===== src/rtl/lut_config_loader.sv =====
// Bitstream loader for a chained two-LUT block: collects BEATS words into a
// shift register, then pulses cfg_en for one cycle while cfg_data holds the image.
module lut_config_loader #(
  parameter int INPUTS   = 4,
  parameter int MEM_SIZE = 2 ** INPUTS,
  parameter int WORD_W   = 8
) (
  input  logic                  config_clk,
  input  logic                  rst,
  input  logic                  start,
  input  logic                  abort,
  input  logic                  in_valid,
  input  logic [WORD_W-1:0]     in_data,
  output logic                  in_ready,
  output logic                  cfg_en,
  output logic [2*MEM_SIZE-1:0] cfg_data,
  output logic                  busy,
  output logic                  done,
  output logic                  aborted
);

  localparam int CFG_W = 2 * MEM_SIZE;
  localparam int BEATS = CFG_W / WORD_W;
  localparam int CNT_W = $clog2(BEATS) + 1;
  localparam logic [CNT_W-1:0] LAST_BEAT = CNT_W'(BEATS - 1);

  typedef enum logic [1:0] {
    IDLE   = 2'd0,
    LOAD   = 2'd1,
    COMMIT = 2'd2,
    DONE   = 2'd3
  } state_t;

  state_t           state_r;
  logic [CNT_W-1:0] cnt_r;
  logic [CFG_W-1:0] shift_r;

  assign cfg_data = shift_r;

  // Load sequencer; every status output is a register updated with the state.
  always_ff @(posedge config_clk or posedge rst) begin
    if (rst) begin
      state_r  <= IDLE;
      cnt_r    <= '0;
      shift_r  <= '0;
      in_ready <= 1'b0;
      cfg_en   <= 1'b0;
      busy     <= 1'b0;
      done     <= 1'b0;
      aborted  <= 1'b0;
    end else begin
      cfg_en  <= 1'b0;
      done    <= 1'b0;
      aborted <= 1'b0;
      case (state_r)
        IDLE: begin
          // start beats abort here: abort only matters once a load is running
          if (start) begin
            state_r  <= LOAD;
            cnt_r    <= '0;
            shift_r  <= '0;
            in_ready <= 1'b1;
            busy     <= 1'b1;
          end
        end
        LOAD: begin
          if (abort) begin
            state_r  <= IDLE;
            cnt_r    <= '0;
            in_ready <= 1'b0;
            busy     <= 1'b0;
            aborted  <= 1'b1;
          end else if (in_valid && in_ready) begin
            shift_r <= CFG_W'({shift_r, in_data});
            cnt_r   <= cnt_r + CNT_W'(1);
            if (cnt_r == LAST_BEAT) begin
              state_r  <= COMMIT;
              in_ready <= 1'b0;
              cfg_en   <= 1'b1;
            end
          end
        end
        COMMIT: begin
          state_r <= DONE;
          done    <= 1'b1;
        end
        DONE: begin
          state_r <= IDLE;
          busy    <= 1'b0;
        end
        default: begin
          state_r  <= IDLE;
          cnt_r    <= '0;
          in_ready <= 1'b0;
          busy     <= 1'b0;
        end
      endcase
    end
  end

endmodule


===== config.mk =====
export PLATFORM = sky130hd
export DESIGN_NAME = lut_config_loader
export DESIGN_NICKNAME = d
export VERILOG_FILES = /design/src/rtl/lut_config_loader.sv
export SDC_FILE = /design/constraint.sdc
export NUM_CORES = 1
export LEC_CHECK = 0
export BUFFER_PORTS_ARGS = -buffer_cell sky130_fd_sc_hd__buf_2
export CAP_MARGIN = 20
export CORE_MARGIN = 2
export CORE_UTILIZATION = 30
export DETAILED_ROUTE_END_ITERATION = 16
export PLACE_DENSITY = 0.58
export SETUP_SLACK_MARGIN = 0.05
export SYNTH_ARGS = -nofsm -noshare
export SYNTH_HDL_FRONTEND = slang
export SYNTH_SLANG_ARGS = --single-unit

===== constraint.sdc =====
create_clock -name config_clk -period 4.4 [get_ports config_clk]
set_clock_uncertainty 0.2 [all_clocks]
set_input_delay 0.88 -clock config_clk [delete_from_list [all_inputs] [get_ports config_clk]]
set_output_delay 0.88 -clock config_clk [all_outputs]
set_load 0.02 [all_outputs]

==> results of run 1 <==
==> kinds of logic (layout without fill, tap and decap cells) <==
| family | Yosys count | count (layout) | share of synthesized area, % |
|---|---|---|---|
| AO/OA/AOI/OAI | 10 | 10 | 3.85 |
| multiplexers | 33 | 33 | 17.3 |
| AND/OR/NAND/NOR | 44 | 44 | 10.4 |
| buffers and inverters | 47 | 96 | 12.3 |
| flip-flops | 42 | 42 | 54.8 |
| adder cells (fa/ha/maj) | 2 | 2 | 1.31 |
==> power breakdown <==
| part | leakage [nW] | switching, mW | internal (mW) |
|---|---|---|---|
| Sequential | 0.573 | 0.0236 | 0.411 |
| Combinational | 0.555 | 0.0932 | 0.0569 |
| Clock | 0.0524 | 0.127 | 0.170 |
| Total | 1.18 | 0.244 | 0.638 |
==> area by class of cell <==
type                    instances  area (sq um)  area share, %
repair buffers                 50           273           11.9
clock inverters                 1          30.0           1.31
flip-flops and latches         42          1050           45.7
inverters                      38           143           6.21
clock buffers                   7          76.3           3.32
well taps                      77          96.3           4.19
multi-input cells              89           629           27.4
==> critical path, stage by stage <==
cell and delay, ns:
buf_2 0.13, or3b_1 0.49, nor2_8 0.62, mux2i_1 0.26
==> routing by layer <==
metal / global-route usage (%) / up-vias / part of all wire, %
met5: 0 / - / 0
met4: 5.72 / 0 / 2.3
met3: 2.97 / 6 / 4.9
met2: 16.4 / 31 / 46
met1: 13.0 / 564 / 46
li1: - / 651 / -
==> synthesized netlist by cell type (all sizes together) <==
cell / count
nor2: 5
a211o: 1
a22o: 1
buf: 5
nor3: 1
mux2: 1
or3b: 2
clkbuf: 4
inv: 38
a21oi: 1
dfrtp: 42
o41ai: 1
a21o: 2
a2bb2oi: 1
and3: 2
ha: 2
nand2: 33
o22ai: 3
mux2i: 32
nand3: 1
==> layout by cell type (no fill, tap or decap) <==
cell	Yosys	layout
a211o_1	1	1
a21o_1	2	2
a21oi_1	1	1
a22o_1	1	1
a2bb2oi_1	1	1
and3_1	2	2
buf_16	0	1
buf_2	0	49
bufinv_16	0	1
clkbuf_1	4	2
clkbuf_8	0	5
dfrtp_1	42	42
ha_1	2	2
inv_1	38	37
inv_2	0	1
mux2_2	1	1
mux2i_1	32	32
nand2_1	33	33
nand3_1	1	1
nor2_1	4	4
nor2_8	1	1
nor3_1	1	1
o22ai_1	3	3
o41ai_1	1	1
or3b_1	2	2
==> sequential cells by signal, summed over array words and instances (netlist names), named ones only <==
name,flops
cfg_data,32
cnt_r,3
aborted,1
busy,1
cfg_en,1
done,1
in_ready,1
state_r,1
==> per-stage QoR <==
step                      utilization [%]  power, mW  setup slack [ns]
after detailed placement             34.5      0.589              1.68
after CTS                            36.2      0.891              1.99
final                                36.6      0.882              2.02
after global routing                 36.6      0.927              1.91
after floorplan                         -      0.553              2.24
after global placement               34.5      0.586              1.72
==> worst max-delay path by stage <==
stage / from / end / slack, ns / depth (start not counted)
2_1_floorplan: abort / cfg_data[0]$_DFFE_PP0P_ / 2.24 / 5
3_3_place_gp: abort / cnt_r[0]$_DFFE_PP0P_ / 1.72 / 4
3_5_place_dp: abort / cfg_data[31]$_DFFE_PP0P_ / 1.68 / 4
4_1_cts: start / in_ready$_DFFE_PP0P_ / 1.99 / 4
5_1_grt: abort / cfg_data[31]$_DFFE_PP0P_ / 1.91 / 4
6_report: abort / cfg_data[4]$_DFFE_PP0P_ / 2.02 / 4
==> summary.txt, run 1 <==
Die
  – I/O pin cnt: 50
  – Cell Rows: 29
  – Initial Util: 30.5%
  – Die Height: 83.9 microns
  – Core region area: 0.00628 sq mm
  – Die Width: 83.9 microns
  – Die Footprint: 0.00705 sq mm

Critical path
  – CP Max Fanout: 34
  – CP Launch Type: input pin
  – R2R Path Start: state_r[0]$_DFFE_PP0P_
  – FF-to-FF End: cfg_data[4]$_DFFE_PP0P_
  – CP endpoint kind: flip-flop
  – CP required: 4.42 ns
  – Worst R2R Path Depth: 3
  – CP Class: in -> reg
  – R2R setup slack: 2.20 ns
  – Critical Path AT: 2.40 ns

Clocking
  – Reg clk slew, reported paths: 0.08 ns
  – Root Buffer: clkbuf_8
  – Sink Count: 42
  – # Post-CTS Setup Buffers: 0
  – CTS tree: built
  – CTS buffer count: 5
  – CTS-repair resized insts: 0
  – Hold-fix buffers, CTS: 0
  – Htree depth: 2
  – Clk_lat worst skew: 0.29 ns
  – Clk buf depth: 2

Synth
  – Number of synthesized register bits: 42
  – Dominant cell type by area after synthesis: dfrtp_1
  – Post-synth top area share: 54.8%
  – Ys Warns: 0
  – Syn_area_per_cell: 10.8 sq um
  – Syn_nets: 193
  – Cell count after synthesis: 178
  – Yosys cell types: 23
  – Synth area leaders: dfrtp_1, mux2i_1, inv_1
  – Mapped Area: 0.00192 sq mm
  – Sequential area share after synthesis: 54.8%

Timing
  – Hold Slack: 0.293 ns
  – Minimum clock period: 2.38 ns
  – RSZ-0062 raised after global routing: no
  – Max Fclk: 0.420 GHz
  – Fin crit share: 54.1%
  – Slew @ Worst Pin: 0.871 ns
  – TNS Setup: 0 ns
  – Final Max Slew Viols: 0
  – Setup violators final: 0
  – Hold Vio Cnt, Final: 0
  – Worst slew slack as a fraction of its limit: 41.8%

Global routing
  – First-pass GRT wire length: 5780 microns
  – GRT overflow: 0
  – Antenna violations before repair: 0
  – Number of global-route vias before repair: 1189
  – GRT Total Usage: 10.5%
  – Pin count of the biggest net entering global routing: 43

Drt
  – DRC viols: 0
  – Vias: 1252
  – Final ANT Viol Nets: 0
  – Iter 0 DRT Violations: 58
  – Via-to-Cell Ratio: 4.12
  – Drt first pass iters: 4
  – Wirelength per Cell: 11.7 microns
  – Drt total wl: 3560 microns

Cells and area
  – P&R area growth vs syn: 19.9%
  – Ant. Diodes: 0
  – Fillers: 658
  – Final #Nets: 241
  – Layout cell share with drive strength beyond 1: 26.0%
  – Non-Filler Instances: 304
  – Post-route design area: 0.00230 sq mm

Run status
  – Status: completed

Power and ir drop
  – Max IR drop VDD: 0.122 mV
  – P_leak: 1.18 nW
  – PD cells: 384 mW/mm^2

Placement
  – Area post-placement: 0.00216 sq mm
  – # port buffers: 49
  – Routability Congestion: 0.795
  – Placed Cells: 295
  – HPWL Detailed: 2390 microns

Min path
  – Hold Path Origin: cnt_r[2]$_DFFE_PP0P_
  – Hold Crit Depth: 1
  – Hold Path Class: reg -> reg
  – WHS Endpoint: cnt_r[2]$_DFFE_PP0P_

Job
  – Max-cap viol count: 0
No activity file was read; power rests on OpenSTA's default activity.
==> inputs of run 2 (changes only) <==
--- a/config.mk
+++ b/config.mk
@@ -10,7 +10,7 @@
 export CORE_MARGIN = 2
 export CORE_UTILIZATION = 30
 export DETAILED_ROUTE_END_ITERATION = 16
-export PLACE_DENSITY = 0.58
+export PLACE_DENSITY = 0.6
 export SETUP_SLACK_MARGIN = 0.05
 export SYNTH_ARGS = -nofsm -noshare
 export SYNTH_HDL_FRONTEND = slang
==> constraint.sdc (replaced) <==
create_clock -name config_clk -period 2.01 [get_ports config_clk]
set_clock_uncertainty 0.2 [all_clocks]
set_input_delay 0.402 -clock config_clk [delete_from_list [all_inputs] [get_ports config_clk]]
set_output_delay 0.402 -clock config_clk [all_outputs]
set_load 0.02 [all_outputs]
==> summary.txt, run 2 (synthesis results as in run 1) <==
Critical path
  – FF-to-FF End: cfg_data[16]$_DFFE_PP0P_
  – CP Launch Type: flip-flop
  – Crit path to: cfg_data[16]$_DFFE_PP0P_
  – Cell family with the largest share of critical-path delay: simple AND/OR/NAND/NOR gates
  – Slowest stage delay, CP: 0.49 ns (-0.13 ns)
  – R2R setup slack: 0.26 ns (-1.94 ns)
  – Critical path's slowest cell: or3b_1
  – Worst R2R Path Depth: 4 (+1)
  – CP endpoint kind: flip-flop
  – Critical Path AT: 1.76 ns (-0.64 ns)
  – CP bufs+invs: 1 (unchanged)
  – CP Class: reg -> reg
  – CP Max Fanout: 14 (-59%)
  – Cell Chain, Critical Path: or3b_1 > nor2_8 > buf_12 > mux2i_1
  – Worst path depth: 4 (unchanged)
  – CP required: 2.02 ns (-2.40 ns)

Global routing
  – GRT overflow: 0 (unchanged)
  – Number of global-route vias before repair: 1348 (+13%)
  – GRT Total Usage: 11.2% (+0.72 points)
  – First-pass GRT wire length: 6280 microns (+8.6%)
  – Antenna violations before repair: 0 (unchanged)
  – Pin count of the biggest net entering global routing: 34 (-21%)

Drt
  – Wirelength per Cell: 11.6 microns (-0.70%)
  – Vias: 1320 (+5.4%)
  – Drt first pass iters: 4 (unchanged)
  – Final ANT Viol Nets: 0 (unchanged)
  – DRC viols: 0 (unchanged)
  – Via-to-Cell Ratio: 4.23 (+2.7%)
  – Iter 0 DRT Violations: 59 (+1.7%)
  – Drt total wl: 3630 microns (+1.9%)

Run status
  – Status: completed

Placement
  – # port buffers: 49 (unchanged)
  – Routability Congestion: 0.772 (-2.9%)
  – HPWL Detailed: 2660 microns (+11%)
  – Area post-placement: 0.00227 sq mm (+5.1%)

Timing
  – Setup violators final: 0 (unchanged)
  – Max Fclk: 0.570 GHz
  – Hold Vio Cnt, Final: 0 (unchanged)
  – Minimum clock period: 1.75 ns
  – Fin crit share: 87.3%
  – Slew @ Worst Pin: 0.441 ns (-0.430 ns)
  – Worst slew slack as a fraction of its limit: 70.6% (+29 points)
  – TNS Setup: 0 ns (unchanged)
  – Final Max Slew Viols: 0 (unchanged)
  – Hold Slack: 0.139 ns (-0.154 ns)
  – RSZ-0062 raised after global routing: no

Clocking
  – CTS tree: built
  – Sink Count: 42 (unchanged)
  – CTS-repair resized insts: 0 (unchanged)
  – Reg clk slew, reported paths: 0.08 ns (about the same)
  – Root Buffer: clkbuf_8
  – Clk_lat worst skew: 0.29 ns (about the same)
  – CTS buffer count: 5 (unchanged)
  – Htree depth: 2 (unchanged)
  – Clk buf depth: 2 (unchanged)

Die
  – Die Footprint: 0.00705 sq mm (unchanged)
  – I/O pin cnt: 50 (unchanged)
  – Die Width: 83.9 microns (unchanged)
  – Cell Rows: 29 (unchanged)
  – Core region area: 0.00628 sq mm (unchanged)
  – Initial Util: 30.5% (unchanged)
  – Die Height: 83.9 microns (unchanged)

Cells and area
  – Final #Nets: 249 (+3.3%)
  – Layout cell share with drive strength beyond 1: 28.5% (+2.5 points)
  – Max reg flops: 32 (unchanged)
  – Commonest non-fill, non-tap cell in the layout: buf_2
  – Most frequent cells in the layout: buf_2, dfrtp_1, inv_1
  – Fillers: 645 (-2.0%)
  – P&R area growth vs syn: 24.9%
  – Post-route design area: 0.00239 sq mm (+4.2%)
  – Footprint of the multi-input gates: 629 sq um (unchanged)
  – Ant. Diodes: 0 (unchanged)
  – FF/Latch Area: 0.00105 sq mm (unchanged)

Power and ir drop
  – PD cells: 818 mW/mm^2 (+110%)
  – Max IR drop VDD: 0.272 mV (+120%)
  – P_leak: 1.22 nW (+3.7%)
  – Pwr Total: 1.96 mW (+120%)

Job
  – Max-cap viol count: 0 (unchanged)

Min path
  – Hold Path Class: in -> reg
## run 2: cell count changes in the layout (fill, tap and decap cells not counted), sizes merged
cell	previous run	this run
buf	50	57
clkbuf	7	6
dlygate4sd3	0	1
clkinvlp	0	1
## run 2: final cells by class
type / instances / area share [%]
timing repair buffer: 58 / 15.3
clock buffer: 6 / 3.03
multi-input combinational: 89 / 26.3
inverter: 38 / 5.96
tap: 77 / 4.02
clock inverter: 2 / 1.57
sequential: 42 / 43.9
## run 2: worst min path at each step
stage	from	end	slack, ns	cells past startpoint
2_1_floorplan	cnt_r[2]$_DFFE_PP0P_	cnt_r[2]$_DFFE_PP0P_	0.25	1
3_3_place_gp	rst	done$_DFF_PP0_	0.24	2
3_5_place_dp	rst	done$_DFF_PP0_	0.24	2
4_1_cts	in_data[6]	cfg_data[6]$_DFFE_PP0P_	0.13	3
5_1_grt	in_data[5]	cfg_data[5]$_DFFE_PP0P_	0.14	3
6_report	in_data[6]	cfg_data[6]$_DFFE_PP0P_	0.14	3
## run 2: per-layer routing
layer	track usage, %	share of wire, %	vias to the layer above
met4	4.40	1.3	0
met1	14.3	48	626
li1	-	-	665
met3	3.36	4.2	2
met2	17.8	47	27
met5	0	0	-
## run 2: worst register-to-register path, delay by kind of cell (launching register included)
kind | cells | cell delay (ns)
and+or+nand+nor | 2 | 0.71
DFF | 1 | 0.40
buffers and inverters | 1 | 0.18
muxes | 1 | 0.20
## run 2: timing repair
item / CTS / global route
hold buffers: 1 / 0
endpoints found under the hold margin: 19 / 0
buffers inserted: 0 / 0
## run 2: power breakdown
group / total, mW / internal, mW / switching (mW)
Clock: 0.659 / 0.371 / 0.288
Sequential: 0.945 / 0.900 / 0.0443
Combinational: 0.356 / 0.141 / 0.215
## run 2: per-stage QoR
stage | instances | utilization (%) | setup WS [ns]
finish | 312 | 38.2 | 0.256
global route | 312 | 38.2 | 0.162
CTS | 312 | 38.2 | 0.241
detailed placement | 303 | 36.2 | 0.130
global placement | 303 | 36.2 | 0.176
floorplan | 178 | - | 0.290
==> inputs of run 3 (changes only) <==
--- a/config.mk
+++ b/config.mk
@@ -10,6 +10,7 @@
 export CORE_MARGIN = 2
 export CORE_UTILIZATION = 30
 export DETAILED_ROUTE_END_ITERATION = 16
+export HOLD_SLACK_MARGIN = 0.03
 export PLACE_DENSITY = 0.6
 export SETUP_SLACK_MARGIN = 0.05
 export SYNTH_ARGS = -nofsm -noshare
==> constraint.sdc (replaced) <==
create_clock -name config_clk -period 2.01 [get_ports config_clk]
set_clock_uncertainty 0.2 [all_clocks]
set_input_delay 0.201 -clock config_clk [delete_from_list [all_inputs] [get_ports config_clk]]
set_output_delay 0.201 -clock config_clk [all_outputs]
set_load 0.02 [all_outputs]
==> summary.txt, run 3 (synthesis results as in run 1) <==
Placement
  – HPWL Detailed: 2600 microns (-2.4%)
  – Area post-placement: 0.00223 sq mm (-1.8%)
  – Routability Congestion: 0.728 (-5.7%)
  – # port buffers: 49 (unchanged)

Cells and area
  – Final #Nets: 258 (+3.6%)
  – P&R area growth vs syn: 27.6%
  – Most frequent cells in the layout: buf_2, dfrtp_1, inv_1
  – Core Util, Final: 39.0% (+0.82 points)
  – Ant. Diodes: 0 (unchanged)
  – Max reg flops: 32 (unchanged)
  – Commonest non-fill, non-tap cell in the layout: buf_2
  – Layout cell share with drive strength beyond 1: 26.6% (-1.9 points)
  – Post-route design area: 0.00245 sq mm (+2.1%)

Clocking
  – Reg clk slew, reported paths: 0.08 ns (about the same)
  – CTS buffer count: 5 (unchanged)
  – Sink Count: 42 (unchanged)
  – Clk_lat worst skew: 0.29 ns (about the same)
  – # Post-CTS Setup Buffers: 0 (unchanged)
  – CTS tree: built
  – Clk buf depth: 2 (unchanged)
  – Root Buffer: clkbuf_8
  – Htree depth: 2 (unchanged)

Global routing
  – GRT Total Usage: 11.4% (+0.23 points)
  – Pin count of the biggest net entering global routing: 34 (unchanged)
  – First-pass GRT wire length: 6380 microns (+1.6%)
  – Antenna violations before repair: 0 (unchanged)
  – GRT overflow: 0 (unchanged)
  – Number of global-route vias before repair: 1289 (-4.4%)

Critical path
  – CP required: 2.02 ns (about the same)
  – CP Max Fanout: 18 (+4)
  – Worst R2R Path Depth: 4 (unchanged)
  – Worst path depth: 4 (unchanged)
  – CP bufs+invs: 1 (unchanged)
  – CP Launch Type: flip-flop
  – CP endpoint kind: flip-flop
  – Slowest stage delay, CP: 0.53 ns (+0.04 ns)
  – Crit path to: cfg_data[4]$_DFFE_PP0P_
  – FF-to-FF End: cfg_data[4]$_DFFE_PP0P_
  – Critical path's slowest cell: or3b_1
  – Cell Chain, Critical Path: or3b_1 > nor2_8 > buf_12 > mux2i_1
  – Critical Path AT: 1.85 ns (+0.09 ns)
  – CP Class: reg -> reg
  – R2R setup slack: 0.16 ns (-0.09 ns)
  – Cell family with the largest share of critical-path delay: simple AND/OR/NAND/NOR gates

Power and ir drop
  – PD cells: 761 mW/mm^2 (-7.0%)
  – Max IR drop VDD: 0.296 mV (+9.0%)
  – Int Power: 1.32 mW (-6.3%)
  – Psw: 537 uW (-1.8%)
  – P_leak: 1.25 nW (+2.0%)
  – Switching Share: 28.9% (+0.95 points)
  – Clock Power Share: 29.8% (-3.8 points)
  – Pwr Total: 1.86 mW (-5.0%)
  – Comb pwr share: 19.5% (+1.3 points)
  – Reg power frac: 50.7% (+2.5 points)

Timing
  – Slew @ Worst Pin: 0.560 ns (+0.119 ns)
  – Final Max Slew Viols: 0 (unchanged)
  – TNS Setup: 0 ns (unchanged)
  – Hold Slack: 0.0941 ns (-0.0454 ns)
  – RSZ-0062 raised after global routing: no
  – Minimum clock period: 1.85 ns (+0.0920 ns)
  – Max Fclk: 0.542 GHz (-5.0%)
  – Fin crit share: 91.8% (+4.6 points)
  – Worst slew slack as a fraction of its limit: 62.6% (-7.9 points)
  – Hold Vio Cnt, Final: 0 (unchanged)
  – Setup violators final: 0 (unchanged)

Die
  – Core region area: 0.00628 sq mm (unchanged)
  – Die Width: 83.9 microns (unchanged)
  – I/O pin cnt: 50 (unchanged)
  – Initial Util: 30.5% (unchanged)
  – Die Height: 83.9 microns (unchanged)
  – Cell Rows: 29 (unchanged)
  – Die Footprint: 0.00705 sq mm (unchanged)

Drt
  – Iter 0 DRT Violations: 88 (+49%)
  – Wirelength per Cell: 11.7 microns (+0.25%)
  – Via-to-Cell Ratio: 4.22 (-0.30%)
  – DRC viols: 0 (unchanged)
  – Drt first pass iters: 4 (unchanged)
  – Final ANT Viol Nets: 0 (unchanged)
  – Vias: 1354 (+2.6%)
  – Drt total wl: 3740 microns (+3.1%)

Job
  – Max-cap viol count: 0 (unchanged)

Run status
  – Status: completed

Min path
  – Hold Path Class: in -> reg
-- run 3: cell types whose count changed in the layout (fill, tap and decap cells not counted) --
cell,previous run,this run
dlygate4sd3_1,1,12
buf_12,4,2
bufinv_16,1,0
clkbuf_8,5,6
clkinv_2,0,1
clkinvlp_4,1,0
-- run 3: tightest hold or removal path, stage by stage --
cell and delay (ns):
buf_2 0.12, o41ai_1 0.08, a21o_1 0.14
-- run 3: metrics by stage --
stage / setup WS, ns / cells
after floorplan: 0.290 / 178
after global placement: 0.234 / 301
after detailed placement: 0.171 / 301
after CTS: 0.150 / 321
after global routing: 0.0989 / 321
final: 0.164 / 321
-- run 3: how the worst min path moves through the flow --
stage / start / end / slack [ns] / depth (start not counted)
finish: abort / in_ready$_DFFE_PP0P_ / 0.09 / 3
global route: abort / in_ready$_DFFE_PP0P_ / 0.1 / 3
CTS: abort / in_ready$_DFFE_PP0P_ / 0.08 / 3
detailed placement: rst / done$_DFF_PP0_ / 0.09 / 2
global placement: rst / done$_DFF_PP0_ / 0.11 / 2
floorplan: in_data[6] / cfg_data[6]$_DFFE_PP0P_ / 0.13 / 2
-- run 3: final cells by class --
type | count | area, sq um
Tap cell | 77 | 96.3
Fill cell | 624 | 3830
Multi-Input combinational cell | 89 | 629
Clock inverter | 1 | 5.00
Timing Repair Buffer | 67 | 435
Inverter | 38 | 143
Sequential cell | 42 | 1050
Clock buffer | 7 | 86.3
-- run 3: repair_timing --
item | CTS | global route
endpoints found under the hold margin | 36 | 0
hold buffers | 12 | 0
endpoints found under the setup margin | 0 | 0
gates resized for setup | 0 | 0
-- run 3: layer usage --
metal,up-vias,share of wire [%],global-route usage (%)
li1,684,-,-
met4,0,1.9,4.84
met3,5,3.9,3.17
met2,29,49,18.3
met5,-,0,0
met1,636,45,14.5
-- run 3: power groups by stage --
stage	Combinational, mW	Sequential, mW	Clock, mW
after floorplan	0.195	1.02	0
after global placement	0.348	0.960	0
after detailed placement	0.353	0.963	0
after CTS	0.371	0.946	0.583
after global routing	0.400	0.954	0.608
final	0.363	0.944	0.554
